**src/rtl/neuron_lif_array.sv**
```systemverilog
// Time-multiplexed array of leaky integrate-and-fire neurons with binary (+1/-1) synapse weights.
// A two-stage datapath computes one neuron per cycle and writes its new state back one cycle later.
module neuron_lif_array #(
  parameter int SYNAPSES        = 32,
  parameter int NEURONS         = 4,
  parameter int MEMBRANE_BITS   = $clog2(SYNAPSES) + 2,
  parameter int THRESHOLD_BITS  = MEMBRANE_BITS - 1,
  parameter int REFRACTORY_BITS = 3,
  localparam int IDX_BITS       = $clog2(NEURONS)
) (
  input  logic                             clk,
  input  logic                             rst_n,
  input  logic                             start,
  input  logic [SYNAPSES-1:0]              inputs,
  input  logic                             w_we,
  input  logic [IDX_BITS-1:0]              w_addr,
  input  logic [SYNAPSES-1:0]              w_data,
  input  logic [2:0]                       shift,
  input  logic [THRESHOLD_BITS-1:0]        threshold,
  input  logic [REFRACTORY_BITS-1:0]       refractory,
  output logic                             busy,
  output logic                             done,
  output logic [NEURONS-1:0]               spikes,
  input  logic [IDX_BITS-1:0]              mem_rd_addr,
  output logic signed [MEMBRANE_BITS-1:0]  mem_rd_data
);

  localparam int PSP_BITS = $clog2(SYNAPSES) + 2;
  localparam int W0       = (MEMBRANE_BITS > PSP_BITS) ? MEMBRANE_BITS : PSP_BITS;
  localparam int W1       = (W0 > THRESHOLD_BITS + 1) ? W0 : THRESHOLD_BITS + 1;
  localparam int WIDE     = W1 + 1;
  localparam logic signed [WIDE-1:0] MEM_MAX = WIDE'((2 ** (MEMBRANE_BITS - 1)) - 1);
  localparam logic signed [WIDE-1:0] MEM_MIN = WIDE'(-(2 ** (MEMBRANE_BITS - 1)));

  typedef enum logic [1:0] {S_IDLE, S_EVAL, S_DONE} state_t;

  state_t r_state, w_state_next;

  logic [SYNAPSES-1:0]             r_weights [NEURONS];
  logic signed [MEMBRANE_BITS-1:0] r_mem     [NEURONS];
  logic [REFRACTORY_BITS-1:0]      r_ref_cnt [NEURONS];

  logic [IDX_BITS-1:0]             r_idx;
  logic                            r_issuing;
  logic [SYNAPSES-1:0]             r_inputs;
  logic [2:0]                      r_shift;
  logic [THRESHOLD_BITS-1:0]       r_threshold;
  logic [REFRACTORY_BITS-1:0]      r_refr;

  logic                            r_wb_valid;
  logic [IDX_BITS-1:0]             r_wb_idx;
  logic signed [MEMBRANE_BITS-1:0] r_wb_mem;
  logic [REFRACTORY_BITS-1:0]      r_wb_ref;
  logic                            r_wb_spike;
  logic [NEURONS-1:0]              r_shadow;
  logic [NEURONS-1:0]              r_spikes;

  logic [SYNAPSES-1:0]             w_row;
  logic signed [1:0]               w_contrib [SYNAPSES];
  logic signed [WIDE-1:0]          w_psp;
  logic signed [MEMBRANE_BITS-1:0] w_u;
  logic signed [MEMBRANE_BITS-1:0] w_d;
  logic signed [WIDE-1:0]          w_d_ext;
  logic signed [WIDE-1:0]          w_acc;
  logic signed [WIDE-1:0]          w_sat;
  logic signed [WIDE-1:0]          w_th_ext;
  logic signed [WIDE-1:0]          w_new_mem_wide;
  logic [REFRACTORY_BITS-1:0]      w_new_ref;
  logic                            w_in_refr;
  logic                            w_fire;
  logic                            w_finish;
  logic [NEURONS-1:0]              w_shadow_next;

  assign w_row = r_weights[r_idx];

  generate
    for (genvar gi = 0; gi < SYNAPSES; gi++) begin : g_syn
      assign w_contrib[gi] = r_inputs[gi] ? (w_row[gi] ? 2'sd1 : -2'sd1) : 2'sd0;
    end
  endgenerate

  always_comb begin
    w_psp = '0;
    for (int i = 0; i < SYNAPSES; i++) begin
      w_psp = w_psp + {{(WIDE-2){w_contrib[i][1]}}, w_contrib[i]};
    end
  end

  // shift=0 would otherwise compute u - u = 0, so it bypasses the leak entirely
  assign w_u       = r_mem[r_idx];
  assign w_d       = (r_shift == 3'd0) ? w_u : w_u - (w_u >>> r_shift);
  assign w_d_ext   = {{(WIDE-MEMBRANE_BITS){w_d[MEMBRANE_BITS-1]}}, w_d};
  assign w_acc     = w_d_ext + w_psp;
  assign w_th_ext  = {{(WIDE-THRESHOLD_BITS){1'b0}}, r_threshold};
  assign w_in_refr = (r_ref_cnt[r_idx] != '0);

  always_comb begin
    w_sat = w_acc;
    if (w_acc > MEM_MAX) w_sat = MEM_MAX;
    else if (w_acc < MEM_MIN) w_sat = MEM_MIN;
  end

  always_comb begin
    w_fire         = 1'b0;
    w_new_mem_wide = w_sat;
    w_new_ref      = '0;
    if (w_in_refr) begin
      w_new_mem_wide = w_d_ext;
      w_new_ref      = r_ref_cnt[r_idx] - REFRACTORY_BITS'(1);
    end else if (w_sat >= w_th_ext) begin
      w_fire         = 1'b1;
      w_new_mem_wide = w_sat - w_th_ext;
      w_new_ref      = r_refr;
    end
  end

  assign w_finish      = (r_state == S_EVAL) && !r_issuing;
  assign w_shadow_next = r_shadow | (r_wb_valid ? (NEURONS'(r_wb_spike) << r_wb_idx) : '0);

  always_ff @(posedge clk or negedge rst_n) begin
    if (!rst_n) r_state <= S_IDLE;
    else        r_state <= w_state_next;
  end

  always_comb begin
    w_state_next = r_state;
    case (r_state)
      S_IDLE:  if (start) w_state_next = S_EVAL;
      S_EVAL:  if (w_finish) w_state_next = S_DONE;
      S_DONE:  w_state_next = S_IDLE;
      default: w_state_next = S_IDLE;
    endcase
  end

  always_ff @(posedge clk or negedge rst_n) begin
    if (!rst_n) begin
      r_idx       <= '0;
      r_issuing   <= 1'b0;
      r_inputs    <= '0;
      r_shift     <= '0;
      r_threshold <= '0;
      r_refr      <= '0;
      r_wb_valid  <= 1'b0;
      r_wb_idx    <= '0;
      r_wb_mem    <= '0;
      r_wb_ref    <= '0;
      r_wb_spike  <= 1'b0;
      r_shadow    <= '0;
      r_spikes    <= '0;
      for (int n = 0; n < NEURONS; n++) begin
        r_weights[n] <= '0;
        r_mem[n]     <= '0;
        r_ref_cnt[n] <= '0;
      end
    end else begin
      r_wb_valid <= 1'b0;
      if (r_state == S_IDLE) begin
        if (w_we) r_weights[w_addr] <= w_data;
        if (start) begin
          r_inputs    <= inputs;
          r_shift     <= shift;
          r_threshold <= threshold;
          r_refr      <= refractory;
          r_idx       <= '0;
          r_issuing   <= 1'b1;
          r_shadow    <= '0;
        end
      end
      if ((r_state == S_EVAL) && r_issuing) begin
        r_wb_valid <= 1'b1;
        r_wb_idx   <= r_idx;
        r_wb_mem   <= w_new_mem_wide[MEMBRANE_BITS-1:0];
        r_wb_ref   <= w_new_ref;
        r_wb_spike <= w_fire;
        r_idx      <= r_idx + IDX_BITS'(1);
        if (r_idx == IDX_BITS'(NEURONS - 1)) r_issuing <= 1'b0;
      end
      // the drain cycle's writeback and the spike publish share one edge
      if (r_wb_valid) begin
        r_mem[r_wb_idx]     <= r_wb_mem;
        r_ref_cnt[r_wb_idx] <= r_wb_ref;
        r_shadow            <= w_shadow_next;
      end
      if (w_finish) r_spikes <= w_shadow_next;
    end
  end

  assign busy        = (r_state != S_IDLE);
  assign done        = (r_state == S_DONE);
  assign spikes      = r_spikes;
  assign mem_rd_data = r_mem[mem_rd_addr];

endmodule

```
**config.mk**
```make
export PLATFORM = sky130hd
export DESIGN_NAME = neuron_lif_array
export DESIGN_NICKNAME = d
export VERILOG_FILES = /design/src/rtl/neuron_lif_array.sv
export SDC_FILE = /design/constraint.sdc
export NUM_CORES = 1
export LEC_CHECK = 0
export CAP_MARGIN = 5
export CORE_MARGIN = 2
export CORE_UTILIZATION = 40
export DETAILED_ROUTE_END_ITERATION = 8
export HOLD_SLACK_MARGIN = 0.08
export SYNTH_ARGS = -nofsm -noshare
export SYNTH_HDL_FRONTEND = slang
export SYNTH_SLANG_ARGS = --single-unit
```
**constraint.sdc**
```tcl
create_clock -name clk -period 19.2 [get_ports clk]
set_clock_uncertainty 0.2 [all_clocks]
set_input_delay 1.92 -clock clk [delete_from_list [all_inputs] [get_ports clk]]
set_output_delay 1.92 -clock clk [all_outputs]
set_load 0.02 [all_outputs]
```
-- Word level (Yosys, flattened, before mapping)
Cells that the tools add are included.
- flip-flop bits (word level): 239
- output and inout port bits: 13
- $add $sub $neg: 36
- magnitude comparators: 9
- equality and inequality tests: 5
- shift operators: 2
- muxes and demuxes: 109
- bitwise logic cells: 5
- reduce and logical (&&, ||, !) cells: 18
- operators by type and width (operator ; number):
    adder 8 bit ; 25
    2-to-1 mux 2 bit ; 69
    bitwise mux 128 bit ; 1
    2-to-1 mux 32 bit ; 3
    binary-select mux 32 bit (select 2 bit) ; 1
    demux 32 bit (select 2 bit) ; 1
    2-to-1 mux 7 bit ; 8
    binary-select mux 7 bit (select 2 bit) ; 2
    bitwise mux 28 bit ; 1
    2-to-1 mux 4 bit ; 4
    2-to-1 mux 8 bit ; 2
    2-to-1 mux 3 bit ; 5
    demux 7 bit (select 2 bit) ; 1
    subtractor 7 bit ; 2
    bitwise mux 12 bit ; 1
    greater-or-equal comparator 3 bit (second input constant) ; 4
    inverter 2 -> 3 bit ; 4
    AND reduction 2 bit ; 5
    nonzero test 2 bit ; 5
    adder 7 x 2 -> 8 bit ; 1
    adder 7 x 8 -> 8 bit ; 1
    greater-or-equal comparator 8 x 7 -> 1 bit ; 1
    greater-than comparator 8 x 7 -> 1 bit (second input constant) ; 1
    < comparator 8 x 7 -> 1 bit (second input constant) ; 1
    23 further kinds ; 35

-- Logic depth before layout (Yosys ltp)
Gate-level depths: netlist of the first run.
- depth after elaboration: 44
- mapped depth: 45
- mapped depth without buffers: 43

-- Worst setup path before layout of the first run
Ideal clock, no wire load.
- path type: reg2reg
- start: register r_idx[0]
- end: register r_wb_mem[2]
- library setup time: 0.126 ns
- arrival time: 10.330 ns
- required time: 18.874 ns
- setup slack: 8.544 ns
- cell stages (with the launch flop): 38
- period minus slack after synthesis: 10.656 ns
- cells stage by stage: dfrtp_1 > buf_6 > mux4_2 > mux2_2 > mux4_2 > ha_1 > fa_1 > nor2b_1 > o21ai_0 > and3_1 > o31ai_1 > fa_1 > inv_1 > fa_1 > fa_1 > fa_1 > inv_1 > fa_1 > (+2 left out) > fa_1 > fa_1 > a21o_1 > a21oi_1 > xnor2_1 > xnor2_1 > buf_4 > nor2_1 > o21ai_0 > ha_1 > fa_1 > nand2b_1 > a21oi_1 > o21ai_0 > and2_1 > nor3_2 > a21boi_0 > o31ai_1
- longest elaborated chain between the ends: 44
- ends and longest elaborated chain (element ; line ; RTL):
    start: declaration ; 43 ; logic [IDX_BITS-1:0] r_idx;
    start signal: assignment ; 175 ; r_idx <= r_idx + IDX_BITS'(1);
    inverter 2 -> 3 bit (not written as such) * ; 74, 90, 95 ;
    binary-select mux 32 bit (select 2 bit) ; 74 ; assign w_row = r_weights[r_idx];
    2-to-1 mux 32 bit (not written as such) (2 in a row) ; 74 ;
    2-to-1 mux 2 bit (2 in a row) ; 78 ; assign w_contrib[gi] = r_inputs[gi] ? (w_row[gi] ? 2'sd1 : -2'sd1) : 2'sd0;
    adder 2 x 2 -> 3 bit ; 85 ; w_psp = w_psp + {{(WIDE-2){w_contrib[i][1]}}, w_contrib[i]};
    adder 3 x 2 -> 4 bit ; 85 ;
    adder 4 x 2 -> 5 bit ; 85 ;
    adder 5 x 2 -> 6 bit ; 85 ;
    (+2 left out) ; - ;
    adder 8 bit (25 in a row) ; 85 ;
    adder 7 x 8 -> 8 bit ; 93 ; assign w_acc = w_d_ext + w_psp;
    < comparator 8 x 7 -> 1 bit ; 100 ; else if (w_acc < MEM_MIN) w_sat = MEM_MIN;
    2-to-1 mux 8 bit ; 100 ;
    2-to-1 mux 8 bit ; 99 ; if (w_acc > MEM_MAX) w_sat = MEM_MAX;
    subtractor 7 bit or greater-or-equal comparator 8 x 7 -> 1 bit (tied branches) ; 112, 110 ;
    2-to-1 mux 7 bit ; 110 ; end else if (w_sat >= w_th_ext) begin
    2-to-1 mux 7 bit * ; 107 ; if (w_in_refr) begin
    end signal: assignment ; 172 ; r_wb_mem <= w_new_mem_wide[MEMBRANE_BITS-1:0];
    end: declaration ; 52 ; logic signed [MEMBRANE_BITS-1:0] r_wb_mem;
Mark *: on every way between the ends. The rest lies on a longest branch, timed or not. The select of a mux whose other input is x is not followed.
A chain may end at the register's enable or synchronous reset.

-- Final worst setup path of the first run
Same ends and word-level chain as after synthesis.

==> results.md, run 1 <==
* Routed WL at 31.88 mm
* Input/output buffers at 96
* Worst slew margin at 32.05%
* Post-route DRC violation count at 0
* Syn_nets at 1398
* Worst hold-check path type: flip-flop to flip-flop
* Crit path to: r_wb_mem[2]$_DFFE_PN0P_
* CTS resizes at 0
* Share of layout cells above drive strength 1 at 21.11%
* Tmin final at 11.68 ns
* H-tree levels at 1
* Reg-to-reg critical path startpoint: r_idx[0]$_DFFE_PN0P_
* Syn Area/Cell at 12.02 sq um
* Skew-Pair Late Insertion Delay at 0.54 ns
* Area Overhead vs Synth at 16.84%
* RSZ-0062 raised after global routing: no
* CP Capture Type: flip-flop
* Mapped Area at 0.01411 sq mm
* Critical path class: flip-flop to flip-flop
* Seq cells post-synth at 239
* Worst R2R Setup Slack at 7.52 ns
* Congestion Overflow GR at 0
* Initial Utilization at 40.75%
* CP required at 19.42 ns
* Register area share after synthesis at 42.39%
* Worst path slowest cell: mux4_2
* Critical path arrival at 11.91 ns
* Post-Syn Instances at 1174
* Cell mode on critical path: fa_1
* Yosys warns at 0
* Die ar. at 0.03679 sq mm
* Antenna violations before repair at 0
* Post-CTS setup buffers at 0
* Synth area leader: dfrtp_1
* Max Cap Viol at 0
* Boundary Pins at 97
* Final setup violation count at 0
* Max incr delay on CP at 0.62 ns
* First-pass GRT wire length at 52.27 mm
* Core ar. at 0.03463 sq mm
* Setup TNS at 0 ns
* Post-synth top area share at 42.39%
* DRT iter0 DRCs at 352
* DR vias/cell at 5.048
* Max Root-Sink Buffers at 3
* Wirelength per Cell at 18.33 microns
* Final Hold Fails at 0
* Outcome: complete, no violations
* DR vias at 8779
* Final non-filler cell total at 1739
* Floorplan die width at 191.8 microns
* Final GP Congestion at 0.8619
* Vert. Die Dim at 191.8 microns
* Largest net degree at the start of global routing at 112
* Root Driver: clkbuf_16
* Period utilization at 60.84%
* DP Cell Count at 1690
* Worst r2r path cells at 36
* Nets at 1488
* Worst-path maximum fanout at 11
* Cell row count at 68
* TritonCTS clock tree: built
* Post-route antenna net violation count at 0
* Worst-Margin Slew at 1.019 ns
* Crit Reg-Reg Endpoint: r_wb_mem[2]$_DFFE_PN0P_
* Max Clk Rate at 85.61 MHz
* Ant. Diodes at 0
* Top post-synthesis cells by area: dfrtp_1 (42%), fa_1 (14%), mux2_2 (12%)
* Total CTS buffers at 27
* Dpl hpwl at 22.52 mm
* Hold Buf Count CTS at 0
* GR Util All Layers at 18.25%
* TritonRoute pass-1 iters at 4
* Fin. max-slew vios at 0
* CP startpoint kind: flip-flop
* TritonCTS sink count at 239
* Reg clk slew, reported paths at 0.06 ns
* Number of global-route vias before repair at 9557
* Critical Path Start: r_idx[0]$_DFFE_PN0P_
* Synth unique cells at 44
through the flow:
stage               util, %  area [sq um]  hold slack, ns  setup WS [ns]
floorplan                 -         14110          0.2405          8.544
global placement      44.89         15540          0.2553          7.634
detailed placement    44.89         15540          0.2622          7.506
CTS                   47.61         16490          0.2780          7.491
global route          47.61         16490          0.3087          6.893
finish                47.61         16490          0.2755          7.519
Yosys cell counts:
cell      instances
buf_6             1
o21ai_0          32
nor4_2            1
nor3b_1           4
and3_1            1
nor3_1            5
mux4_2           50
xnor2_1          12
and2_1            4
nand3_1           1
buf_2            13
a21boi_0          1
nor2b_2           1
a221o_1           2
fa_1            101
a22oi_1           4
xor2_1            6
a21oi_1          35
dfrtp_1         239
nand3b_1          3
a41oi_1           1
o21a_1            5
nand4_1           2
nor2_2            1
a211oi_1          2
nand2b_4          1
buf_1             8
o31ai_1           3
ha_1             39
a221oi_1          1
o22ai_1           3
a22o_1            3
nand2_1         198
nor2_1           35
nor3_2            2
nand2b_1         31
mux2_2          152
a211o_1           1
mux2i_1           6
clkbuf_1         24
inv_1           124
nor2b_1          11
buf_4             1
a21o_1            4
worst min path at each step:
stage	start	endpoint	slack (ns)	depth (start not counted)
6_report	r_ref_cnt[7]$_DFFE_PN0P_	r_ref_cnt[7]$_DFFE_PN0P_	0.28	2
5_1_grt	r_ref_cnt[7]$_DFFE_PN0P_	r_ref_cnt[7]$_DFFE_PN0P_	0.31	2
4_1_cts	r_ref_cnt[7]$_DFFE_PN0P_	r_ref_cnt[7]$_DFFE_PN0P_	0.28	2
3_5_place_dp	r_ref_cnt[7]$_DFFE_PN0P_	r_ref_cnt[7]$_DFFE_PN0P_	0.26	2
3_3_place_gp	r_ref_cnt[5]$_DFFE_PN0P_	r_ref_cnt[5]$_DFFE_PN0P_	0.26	2
2_1_floorplan	r_ref_cnt[3]$_DFFE_PN0P_	r_ref_cnt[3]$_DFFE_PN0P_	0.24	2
worst max-delay path, delay by kind of cell, from the launching register on:
kind / cells / cell delay [ns]
XOR/XNOR: 2 / 0.25
buffers and inverters: 3 / 0.31
multiplexers: 3 / 1.41
AND/OR/NAND/NOR: 6 / 1.33
flip-flops: 1 / 0.52
AO/OA/AOI/OAI: 9 / 1.78
adder cells (fa/ha/maj): 13 / 5.74
per-layer routing:
layer,vias up,part of all wire [%],GRT usage (%)
li1,4086,-,-
met1,4529,46,24.94
met2,132,49,31.56
met3,32,3.6,2.193
met4,0,1.6,3.491
met5,-,0,0
registers in the layout, summed over array words and instances (netlist names), 4 cells and up:
| signal | flops |
|---|---|
| r_inputs | 32 |
| r_mem | 28 |
| r_ref_cnt | 12 |
| r_shadow | 4 |
| r_threshold | 6 |
| r_wb_mem | 7 |
| r_weights | 128 |
| spikes | 4 |
kinds of logic (layout without fill, tap and decap cells):
family | after synthesis | count (layout) | share of synthesized area [%]
XOR/XNOR | 18 | 18 | 1.117
buffers and inverters | 171 | 281 | 4.744
AO/OA/AOI/OAI | 97 | 97 | 4.035
adder cells (fa/ha/maj) | 140 | 140 | 17.79
multiplexers | 208 | 208 | 20.54
AND/OR/NAND/NOR | 301 | 301 | 9.391
flip-flops | 239 | 239 | 42.39
placed cells by master, fill, tap and decap left out, types with 4 or more instances in the layout:
cell,synthesis,routed
dfrtp_1,239,237
nand2_1,198,198
mux2_2,152,152
inv_1,124,124
fa_1,101,101
clkdlybuf4s50_1,0,95
mux4_2,50,50
ha_1,39,39
a21oi_1,35,35
nor2_1,35,35
o21ai_0,32,32
nand2b_1,31,31
clkbuf_16,0,27
xnor2_1,12,12
buf_4,1,12
nor2b_1,11,11
clkbuf_8,0,7
xor2_1,6,6
mux2i_1,6,6
o21a_1,5,5
clkinv_2,0,5
a21o_1,4,4
nor3_1,5,4
a22oi_1,4,4
clkbuf_1,24,4
area by class of cell:
| type | count | area [sq um] |
|---|---|---|
| clock inverters | 11 | 153.9 |
| fillers | 3134 | 18140 |
| repair buffers | 108 | 1056 |
| clock buffers | 38 | 787.0 |
| inverters | 124 | 465.4 |
| well taps | 455 | 569.3 |
| flip-flops and latches | 239 | 5983 |
| multi-input cells | 764 | 7471 |
Power of run 1 is not shown: default switching activity piles up to over one toggle a cycle in this logic, so the estimate is an artifact.
==> run 2: changes to the inputs <==
==> constraint.sdc (replaced) <==
create_clock -name clk -period 11.46 [get_ports clk]
set_clock_uncertainty 0.2 [all_clocks]
set_input_delay 1.146 -clock clk [delete_from_list [all_inputs] [get_ports clk]]
set_output_delay 1.146 -clock clk [all_outputs]
set_load 0.02 [all_outputs]
==> run 2 against run 1 <==
Net effect:
- worst setup slack got worse by 7.1 ns
- clock-buffer cell count shrank 3
- non-clock buffer count up 8
- first-iteration DRC count down 2.0%
- critical path depth rose by 3
- final area up 1.0%
- critical endpoint is now r_wb_ref[2]$_DFFE_PN0P_
- largest cell class unchanged
==> results.md, run 2 (synthesis gave the netlist of run 1 again) <==
* Outcome: complete, no violations
* Max Clk Rate at 90.96 MHz
* Vert. Die Dim at 191.8 microns
* Total CTS buffers at 27
* Worst hold-check path type: flip-flop to flip-flop
* Wirelength per Cell at 18.17 microns
* Die ar. at 0.03679 sq mm
* Period utilization at 95.93%
* TritonRoute pass-1 iters at 4
* Setup TNS at 0 ns
* Nets at 1496
* Antenna violations before repair at 0
* Final setup violation count at 0
* Routed WL at 31.76 mm
* Tmin final at 10.99 ns
* Worst-path maximum fanout at 9
* Reg clk slew, reported paths at 0.06 ns
* CP required at 11.66 ns
* H-tree levels at 1
* TritonCTS sink count at 239
* DR vias/cell at 5.080
* Max incr delay on CP at 0.56 ns
* Dpl hpwl at 22.40 mm
* DR vias at 8880
* Worst slew margin at 36.37%
* CP startpoint kind: flip-flop
* TritonCTS clock tree: built
* DRT iter0 DRCs at 345
* Largest net degree at the start of global routing at 95
* Worst path slowest cell: mux4_2
* Number of global-route vias before repair at 9677
* Final GP Congestion at 0.8397
* Floorplan die width at 191.8 microns
* Final setup margin at 0.4663 ns
* Fin. max-slew vios at 0
* Critical path class: flip-flop to flip-flop
* Max reg flops at 128
* Largest Register: r_weights
* Congestion Overflow GR at 0
* GR Util All Layers at 18.09%
* Initial Utilization at 40.75%
* Max Root-Sink Buffers at 3
* Area Overhead vs Synth at 18.03%
* Worst-Margin Slew at 0.9544 ns
* Core ar. at 0.03463 sq mm
* Biggest registers after layout: r_weights x128, r_inputs x32, r_mem x28
* Highest-count cells in the layout ignoring fill and taps: dfrtp_1 (237), nand2_1 (197), mux2_2 (152), inv_1 (124), fa_1 (101)
* Cell mode on critical path: fa_1
* Final core occ at 48.09%
* Final Hold Fails at 0
* Cell row count at 68
* Share of layout cells above drive strength 1 at 22.58%
* Post-route DRC violation count at 0
* Hold Buf Count CTS at 0
* Max Cap Viol at 0
* Worst R2R Setup Slack at 0.47 ns
* Skew-Pair Late Insertion Delay at 0.55 ns
* Root Driver: clkbuf_16
* Input/output buffers at 96
* Boundary Pins at 97
* Critical path arrival at 11.19 ns
* Ant. Diodes at 0
* CP Capture Type: flip-flop
* Most common cell after layout, fill and taps aside: dfrtp_1
* FILL cells at 3114
* Post-route antenna net violation count at 0
* DP Worst Slack at 0.1565 ns
* Hold slack at 0.2776 ns
* First-pass GRT wire length at 52.25 mm
==> run 2: cell types whose count changed in the layout (fill, tap and decap cells not counted), moves of 2 or more <==
| cell | before | now |
|---|---|---|
| a21oi_1 | 35 | 33 |
| a21oi_2 | 0 | 2 |
| buf_4 | 12 | 20 |
| bufinv_16 | 3 | 5 |
| clkbuf_1 | 4 | 2 |
| clkinv_4 | 0 | 2 |
| clkinvlp_4 | 1 | 3 |
| xnor2_1 | 12 | 10 |
| xnor2_2 | 0 | 2 |
==> run 2: layout make-up <==
class | instances | area, sq um | area share [%]
Multi-Input combinational cell | 764 | 7523 | 45.18
Sequential cell | 239 | 5983 | 35.93
Timing Repair Buffer | 116 | 1116 | 6.702
Clock buffer | 35 | 765.7 | 4.598
Tap cell | 455 | 569.3 | 3.418
Inverter | 124 | 465.4 | 2.795
Clock inverter | 15 | 230.2 | 1.382
==> run 2: critical path, delay by kind of cell, from the launching register on <==
kind	cells	cell delay, ns
compound gates	10	1.54
flops	1	0.49
fa+ha+maj	12	5.31
xor+xnor	2	0.36
mux	2	1.06
buf+inv	6	0.85
simple gates	7	1.03
==> run 2: routing by layer <==
layer  up-vias  wire length [microns]  global-route usage (%)
met4         0                    611                   4.290
met2       164                  15740                   30.88
met5         -                      0                       0
li1       4100                      -                       -
met3        46                   1289                   2.320
met1      4570                  14120                   24.62
==> run 2: worst paths after layout <==
kind / startpoint / end / cells past startpoint
setup reg to reg: r_idx[0]$_DFFE_PN0P_ / r_wb_ref[2]$_DFFE_PN0P_ / 39
min in group asynchronous: rst_n / r_shift[0]$_DFFE_PN0P_ / 1
hold reg to reg: r_ref_cnt[7]$_DFFE_PN0P_ / r_ref_cnt[7]$_DFFE_PN0P_ / 2
hold / removal: r_ref_cnt[7]$_DFFE_PN0P_ / r_ref_cnt[7]$_DFFE_PN0P_ / 2
setup / recovery: r_idx[0]$_DFFE_PN0P_ / r_wb_ref[2]$_DFFE_PN0P_ / 39
max in group asynchronous: rst_n / r_weights[116]$_DFFE_PN0P_ / 2
==> run 2: what timing repair did <==
item | 4_1_cts | 5_1_grt
setup buffers | 0 | 5
gates resized for setup | 0 | 13
endpoints found under the setup margin | 0 | 11
==> run 2: metrics by stage <==
| stage | instances | area (sq um) |
|---|---|---|
| after floorplan | 1174 | 14110 |
| after global placement | 1693 | 15570 |
| after detailed placement | 1693 | 15570 |
| after CTS | 1743 | 16560 |
| after global routing | 1748 | 16650 |
| final | 1748 | 16650 |
Power of run 2 is left out for the same reason.
==> run 3: changes to the inputs <==
--- a/config.mk
+++ b/config.mk
@@ -5,6 +5,7 @@
 export SDC_FILE = /design/constraint.sdc
 export NUM_CORES = 1
 export LEC_CHECK = 0
+export ABC_CLOCK_PERIOD_IN_PS = 11460
 export CAP_MARGIN = 5
 export CORE_MARGIN = 2
 export CORE_UTILIZATION = 40
==> results of run 3 <==
Same layout as run 2: the final DEF is identical, and so are final timing and power.
Power of run 3 is left out for the same reason.
